`config.mk`:
```
export PLATFORM = sky130hd
export DESIGN_NAME = operand_fwd_ctrl
export DESIGN_NICKNAME = d
export VERILOG_FILES = /design/src/rtl/operand_fwd_ctrl.sv
export SDC_FILE = /design/constraint.sdc
export NUM_CORES = 1
export LEC_CHECK = 0
export BUFFER_PORTS_ARGS = -buffer_cell sky130_fd_sc_hd__buf_2
export CAP_MARGIN = 15
export CELL_PAD_IN_SITES_DETAIL_PLACEMENT = 0
export CELL_PAD_IN_SITES_GLOBAL_PLACEMENT = 2
export CORE_ASPECT_RATIO = 0.9
export CORE_UTILIZATION = 32
export DETAILED_ROUTE_END_ITERATION = 10
export PLACE_DENSITY = 0.89
export SETUP_SLACK_MARGIN = 0.05
export SLEW_MARGIN = 20
export SYNTH_ARGS = -nofsm -noshare
export SYNTH_HDL_FRONTEND = slang
export SYNTH_SLANG_ARGS = --single-unit
```
`constraint.sdc`:
```
create_clock -name clk -period 2.3 [get_ports clk]
set_clock_uncertainty 0.05 [all_clocks]
set_input_delay 0.115 -clock clk [delete_from_list [all_inputs] [get_ports clk]]
set_output_delay 0.115 -clock clk [all_outputs]
set_load 0.05 [all_outputs]
```
`src/rtl/operand_fwd_ctrl.sv`:
```
// operand_fwd_ctrl
// Forwarding and hazard controller sitting just upstream of the EX-stage
// operand muxes. It keeps a small tracker of the destination register held by
// the instructions in EX, MEM and WB. On every ID->EX advance it registers the
// 2-bit mux selects for operands A and B. It also raises a one-cycle ID stall
// when a load in EX feeds the instruction in ID.
//
// Select encoding (matches the mux input order):
//   00 register file, 01 EX/MEM result, 10 MEM/WB result,
//   11 WB-delayed write data (instruction that retired last cycle)

module operand_fwd_ctrl #(
    parameter int REG_BITS = 5,
    parameter int FWD_R0   = 0
) (
    input  logic                clk,
    input  logic                rst,
    input  logic                hold,
    input  logic                flush,
    input  logic                id_valid,
    input  logic [REG_BITS-1:0] id_rs,
    input  logic [REG_BITS-1:0] id_rt,
    input  logic                id_use_rt,
    input  logic [REG_BITS-1:0] id_rd,
    input  logic                id_reg_write,
    input  logic                id_mem_read,
    output logic [1:0]          fwd_a,
    output logic [1:0]          fwd_b,
    output logic                ex_valid,
    output logic                stall_id
);

    localparam logic [1:0] SEL_RF    = 2'b00;
    localparam logic [1:0] SEL_EXMEM = 2'b01;
    localparam logic [1:0] SEL_MEMWB = 2'b10;
    localparam logic [1:0] SEL_WBDLY = 2'b11;

    // One tracked producer. The load flag is only consulted while an
    // instruction sits in EX, so it lives beside the EX entry rather than
    // travelling down the pipe with every entry.
    typedef struct packed {
        logic                valid;
        logic [REG_BITS-1:0] rd;
        logic                regWrite;
    } producer_t;

    localparam producer_t BUBBLE = '{valid: 1'b0, rd: '0, regWrite: 1'b0};

    producer_t exEntry_q, exEntry_d;
    producer_t memEntry_q, memEntry_d;
    producer_t wbEntry_q, wbEntry_d;
    logic      exMemRead_q, exMemRead_d;
    logic [1:0] fwdA_q, fwdA_d;
    logic [1:0] fwdB_q, fwdB_d;

    logic [1:0] selA;
    logic [1:0] selB;
    logic       loadUseHit;

    // A tracked producer supplies reg r when it is a live register writer of r.
    // Register 0 is hard-wired in the register file, so it is never forwarded
    // unless FWD_R0 explicitly allows it.
    function automatic logic entryMatches(input producer_t e,
                                          input logic [REG_BITS-1:0] r);
        return e.valid && e.regWrite && (e.rd == r) &&
               ((FWD_R0 != 0) || (r != '0));
    endfunction

    // Youngest producer wins: EX is checked before MEM before WB.
    function automatic logic [1:0] selectFor(input logic [REG_BITS-1:0] r,
                                             input producer_t ex,
                                             input producer_t mem,
                                             input producer_t wb);
        if (entryMatches(ex, r)) begin
            return SEL_EXMEM;
        end else if (entryMatches(mem, r)) begin
            return SEL_MEMWB;
        end else if (entryMatches(wb, r)) begin
            return SEL_WBDLY;
        end
        return SEL_RF;
    endfunction

    // Operand selects for the instruction currently in ID, against the
    // tracker contents before this edge's shift.
    always_comb begin
        selA = selectFor(id_rs, exEntry_q, memEntry_q, wbEntry_q);
        selB = id_use_rt ? selectFor(id_rt, exEntry_q, memEntry_q, wbEntry_q)
                         : SEL_RF;
    end

    // Load-use detection: a load in EX cannot forward in time for the
    // instruction in ID, which must wait one cycle. A freeze or a flush
    // already takes care of ID, and reset discards everything.
    always_comb begin
        loadUseHit = exMemRead_q &&
                     (entryMatches(exEntry_q, id_rs) ||
                      (id_use_rt && entryMatches(exEntry_q, id_rt)));
        stall_id   = !rst && !hold && !flush && id_valid && loadUseHit;
    end

    // Tracker shift and select update, in priority hold > flush > stall > advance.
    always_comb begin
        exEntry_d   = exEntry_q;
        memEntry_d  = memEntry_q;
        wbEntry_d   = wbEntry_q;
        exMemRead_d = exMemRead_q;
        fwdA_d      = fwdA_q;
        fwdB_d      = fwdB_q;

        if (hold) begin
            exEntry_d = exEntry_q;
        end else if (flush) begin
            wbEntry_d   = memEntry_q;
            memEntry_d  = BUBBLE;
            exEntry_d   = BUBBLE;
            exMemRead_d = 1'b0;
            fwdA_d      = SEL_RF;
            fwdB_d      = SEL_RF;
        end else if (stall_id) begin
            wbEntry_d   = memEntry_q;
            memEntry_d  = exEntry_q;
            exEntry_d   = BUBBLE;
            exMemRead_d = 1'b0;
            fwdA_d      = SEL_RF;
            fwdB_d      = SEL_RF;
        end else begin
            wbEntry_d   = memEntry_q;
            memEntry_d  = exEntry_q;
            exEntry_d   = '{valid: id_valid, rd: id_rd, regWrite: id_reg_write};
            exMemRead_d = id_valid && id_mem_read;
            fwdA_d      = id_valid ? selA : SEL_RF;
            fwdB_d      = id_valid ? selB : SEL_RF;
        end
    end

    // State register; reset drops all in-flight tracking.
    always_ff @(posedge clk) begin
        if (rst) begin
            exEntry_q   <= BUBBLE;
            memEntry_q  <= BUBBLE;
            wbEntry_q   <= BUBBLE;
            exMemRead_q <= 1'b0;
            fwdA_q      <= SEL_RF;
            fwdB_q      <= SEL_RF;
        end else begin
            exEntry_q   <= exEntry_d;
            memEntry_q  <= memEntry_d;
            wbEntry_q   <= wbEntry_d;
            exMemRead_q <= exMemRead_d;
            fwdA_q      <= fwdA_d;
            fwdB_q      <= fwdB_d;
        end
    end

    assign fwd_a    = fwdA_q;
    assign fwd_b    = fwdB_q;
    assign ex_valid = exEntry_q.valid;

endmodule

```
==> flow_summary.yaml <==
run_status:
  status: "finished, final reports clean"
layout:
  drive_above_1_share_pct: 18.3
  final_cell_mix: "buf_2 (28), dfxtp_1 (26), nand2_1 (19), nor2_1 (16), xnor2_1 (14)"
  area_delta_synth_final_pct: 17.5
  final_common_cell: "buf_2"
  fin_nets: 215
  diodes: 0
detailed_routing:
  drt_drc_violations_left: 0
  firstDrtPassIters: 4
  vias_per_cell: 5.00
  num_vias: 1256
  drt_first_iter_violations: 48
  drtAntennaViolNets: 0
  wirelength_um: 3380
  detail_route.wl_per_cell_um: 13.5
floorplanning:
  num_rows: 22
  initial_core_util_pct: 34.1
  die_h_um: 65.3
  core_area_sq_mm: 0.00418
  ios: 29
  die_w_um: 72.4
  die-area_sq_mm: 0.00473
power:
  power_frac_clock_pct: 39.8
  p_leak_uw: 0.000672
  p_per_area_mw_per_mm2: 564
  peakVddDrop_v: 0.000228
  switching_share_pct: 22.3
  power_frac_seq_pct: 49.4
  power_frac_comb_pct: 10.7
  p_int_uw: 734
  p_switching_uw: 211
timing:
  rsz0062_at_grt: "no"
  timing.final.ws_setup_ns: 0.191
  finalSetupTns_ns: 0
  slew_headroom_pct: 52.0
  hold_violations: 0
  finalCritPeriodShare_pct: 91.7
  maxSlewViolCount: 0
  finalSetupViolCount: 0
  max_freq_ghz: 0.474
  period_minus_slack_ns: 2.11
  tightest_slew_ns: 0.719
place:
  port_buffers: 28
  hpwlAfterDp_um: 2710
  place_ws_ns: 0.381
  gp_congestion: 0.824
yosys:
  synthTopCellsByArea: "dfxtp_1 (36%), xnor2_1 (8.6%), xor2_1 (8.0%)"
  synthCells: 167
  synth_top_area_share_pct: 36.5
  yosysTopAreaCell: "dfxtp_1"
  synth-main-ff-cell: "dfxtp_1"
  ys_ff_latch: 26
  synth_fp_nets: 190
  synth_enable_flop_cells: 0
  synthArstFlopShare_pct: 0
  synth.cell_area_sq_mm: 0.00143
  syn_avg_cell_area_sq_um: 8.54
  synth_cell_types: 35
  ys_seq_area_share_pct: 36.5
  yosys_warnings: 0
global_routing:
  grt-ovfl-total: 0
  grt_use_total_pct: 14.8
  grt_max_degree: 26
  grt_pass1_wl_um: 5460
  first_global_vias: 1181
  antenna_found_initial: 0
clock_tree:
  cts_tree: "built"
  clk_pin_slew_ns: 0.09
  postCtsSetupRepairBufs: 0
  clock-sinks: 26
  cts_htree_levels: 1
  cts_max_path_buffers: 2
  cts_resized: 0
  root_buffer: "clkbuf_8"
  clkLatencyLatePin_ns: 0.27
  postCtsHoldBufs: 0
  numCtsBuffers: 3
worst_setup_path:
  cp-end-kind: "output pin"
  cp_max_fo: 4
  worstSetupPathType: "reg -> out"
  cp.required_ns: 2.13
  cp.arrival_ns: 1.94
  reg2regPathDepth: 5
  critPathLaunchType: "flip-flop"
worst_hold_path:
  hold_depth: 2
  hold_class: "in -> reg"
flow_run:
  cap_violations: 0
synth_stat cells, types with 2 or more instances:
| master | n |
|---|---|
| nand4_1 | 5 |
| nand2_1 | 19 |
| a22o_1 | 2 |
| nor4_1 | 5 |
| xnor2_1 | 14 |
| nor3b_1 | 7 |
| mux2i_1 | 7 |
| a21oi_1 | 9 |
| xor2_1 | 13 |
| a32o_1 | 3 |
| inv_1 | 7 |
| o21ai_0 | 8 |
| nor2_1 | 16 |
| dfxtp_1 | 26 |
| clkbuf_1 | 6 |
path summary, 6_finish.rpt:
kind | startpoint | to | slack [ns]
max | exEntry_q[4] | stall_id | 0.19
min | id_mem_read | exMemRead_q | 0.01
max reg2reg | exEntry_q[4] | exEntry_q[1] | 0.39
min reg2reg | fwd_b[1] | fwd_b[1] | 0.42
power by group through the flow:
stage,Clock [uW],Combinational [uW],Sequential (uW)
after global placement,0,99.7,477
after floorplan,0,61.3,476
after global routing,396,111,468
final,376,101,467
after detailed placement,0,102,477
after CTS,381,102,467
registers in the layout, summed over array words and instances (netlist names):
| signal | count |
|---|---|
| memEntry_q | 7 |
| fwd_a | 2 |
| ex_valid | 1 |
| fwd_b | 2 |
| exEntry_q | 6 |
| exMemRead_q | 1 |
| wbEntry_q | 7 |
critical path, stage by stage, from the launching register on:
cell and delay [ns]:
dfxtp_1 0.37, xor2_1 0.18, nor4_1 0.45, nand3_1 0.19, nand2_1 0.10, and3_1 0.14, buf_2 0.25
metal layers:
layer | global-route usage (%) | vias up | routed length [um]
met2 | 25.0 | 27 | 1550
li1 | - | 632 | -
met5 | 0 | - | 0
met3 | 3.07 | 2 | 159
met4 | 3.68 | 0 | 18
met1 | 19.2 | 595 | 1650
logic make-up after synthesis:
logic type / synth area share [%]
buffers and inverters: 4.47
AO/OA/AOI/OAI: 15.2
XOR/XNOR: 16.6
flip-flops: 36.5
multiplexers: 4.91
AND/OR/NAND/NOR: 22.4
stage by stage:
stage          hold slack [ns]  area (sq um)  power, uW  cells  utilization, %
6_report                0.0139          1680        944    251            40.0
4_1_cts                 0.0167          1680        950    251            40.0
5_1_grt                 0.0177          1680        976    251            40.0
3_3_place_gp             0.287          1600        577    247            38.3
2_1_floorplan            0.198          1430        538    167               -
3_5_place_dp             0.299          1600        579    247            38.3
cell type report:
type                            count  area, sq um
Inverter                            7         26.3
Clock buffer                        3         41.3
Fill cell                         438         2510
Timing Repair Buffer               28          140
Multi-Input combinational cell    126          842
Tap cell                           60         75.1
Sequential cell                    26          520
Clock inverter                      1         30.0
Note: power is estimated with default switching activity, not from simulation.
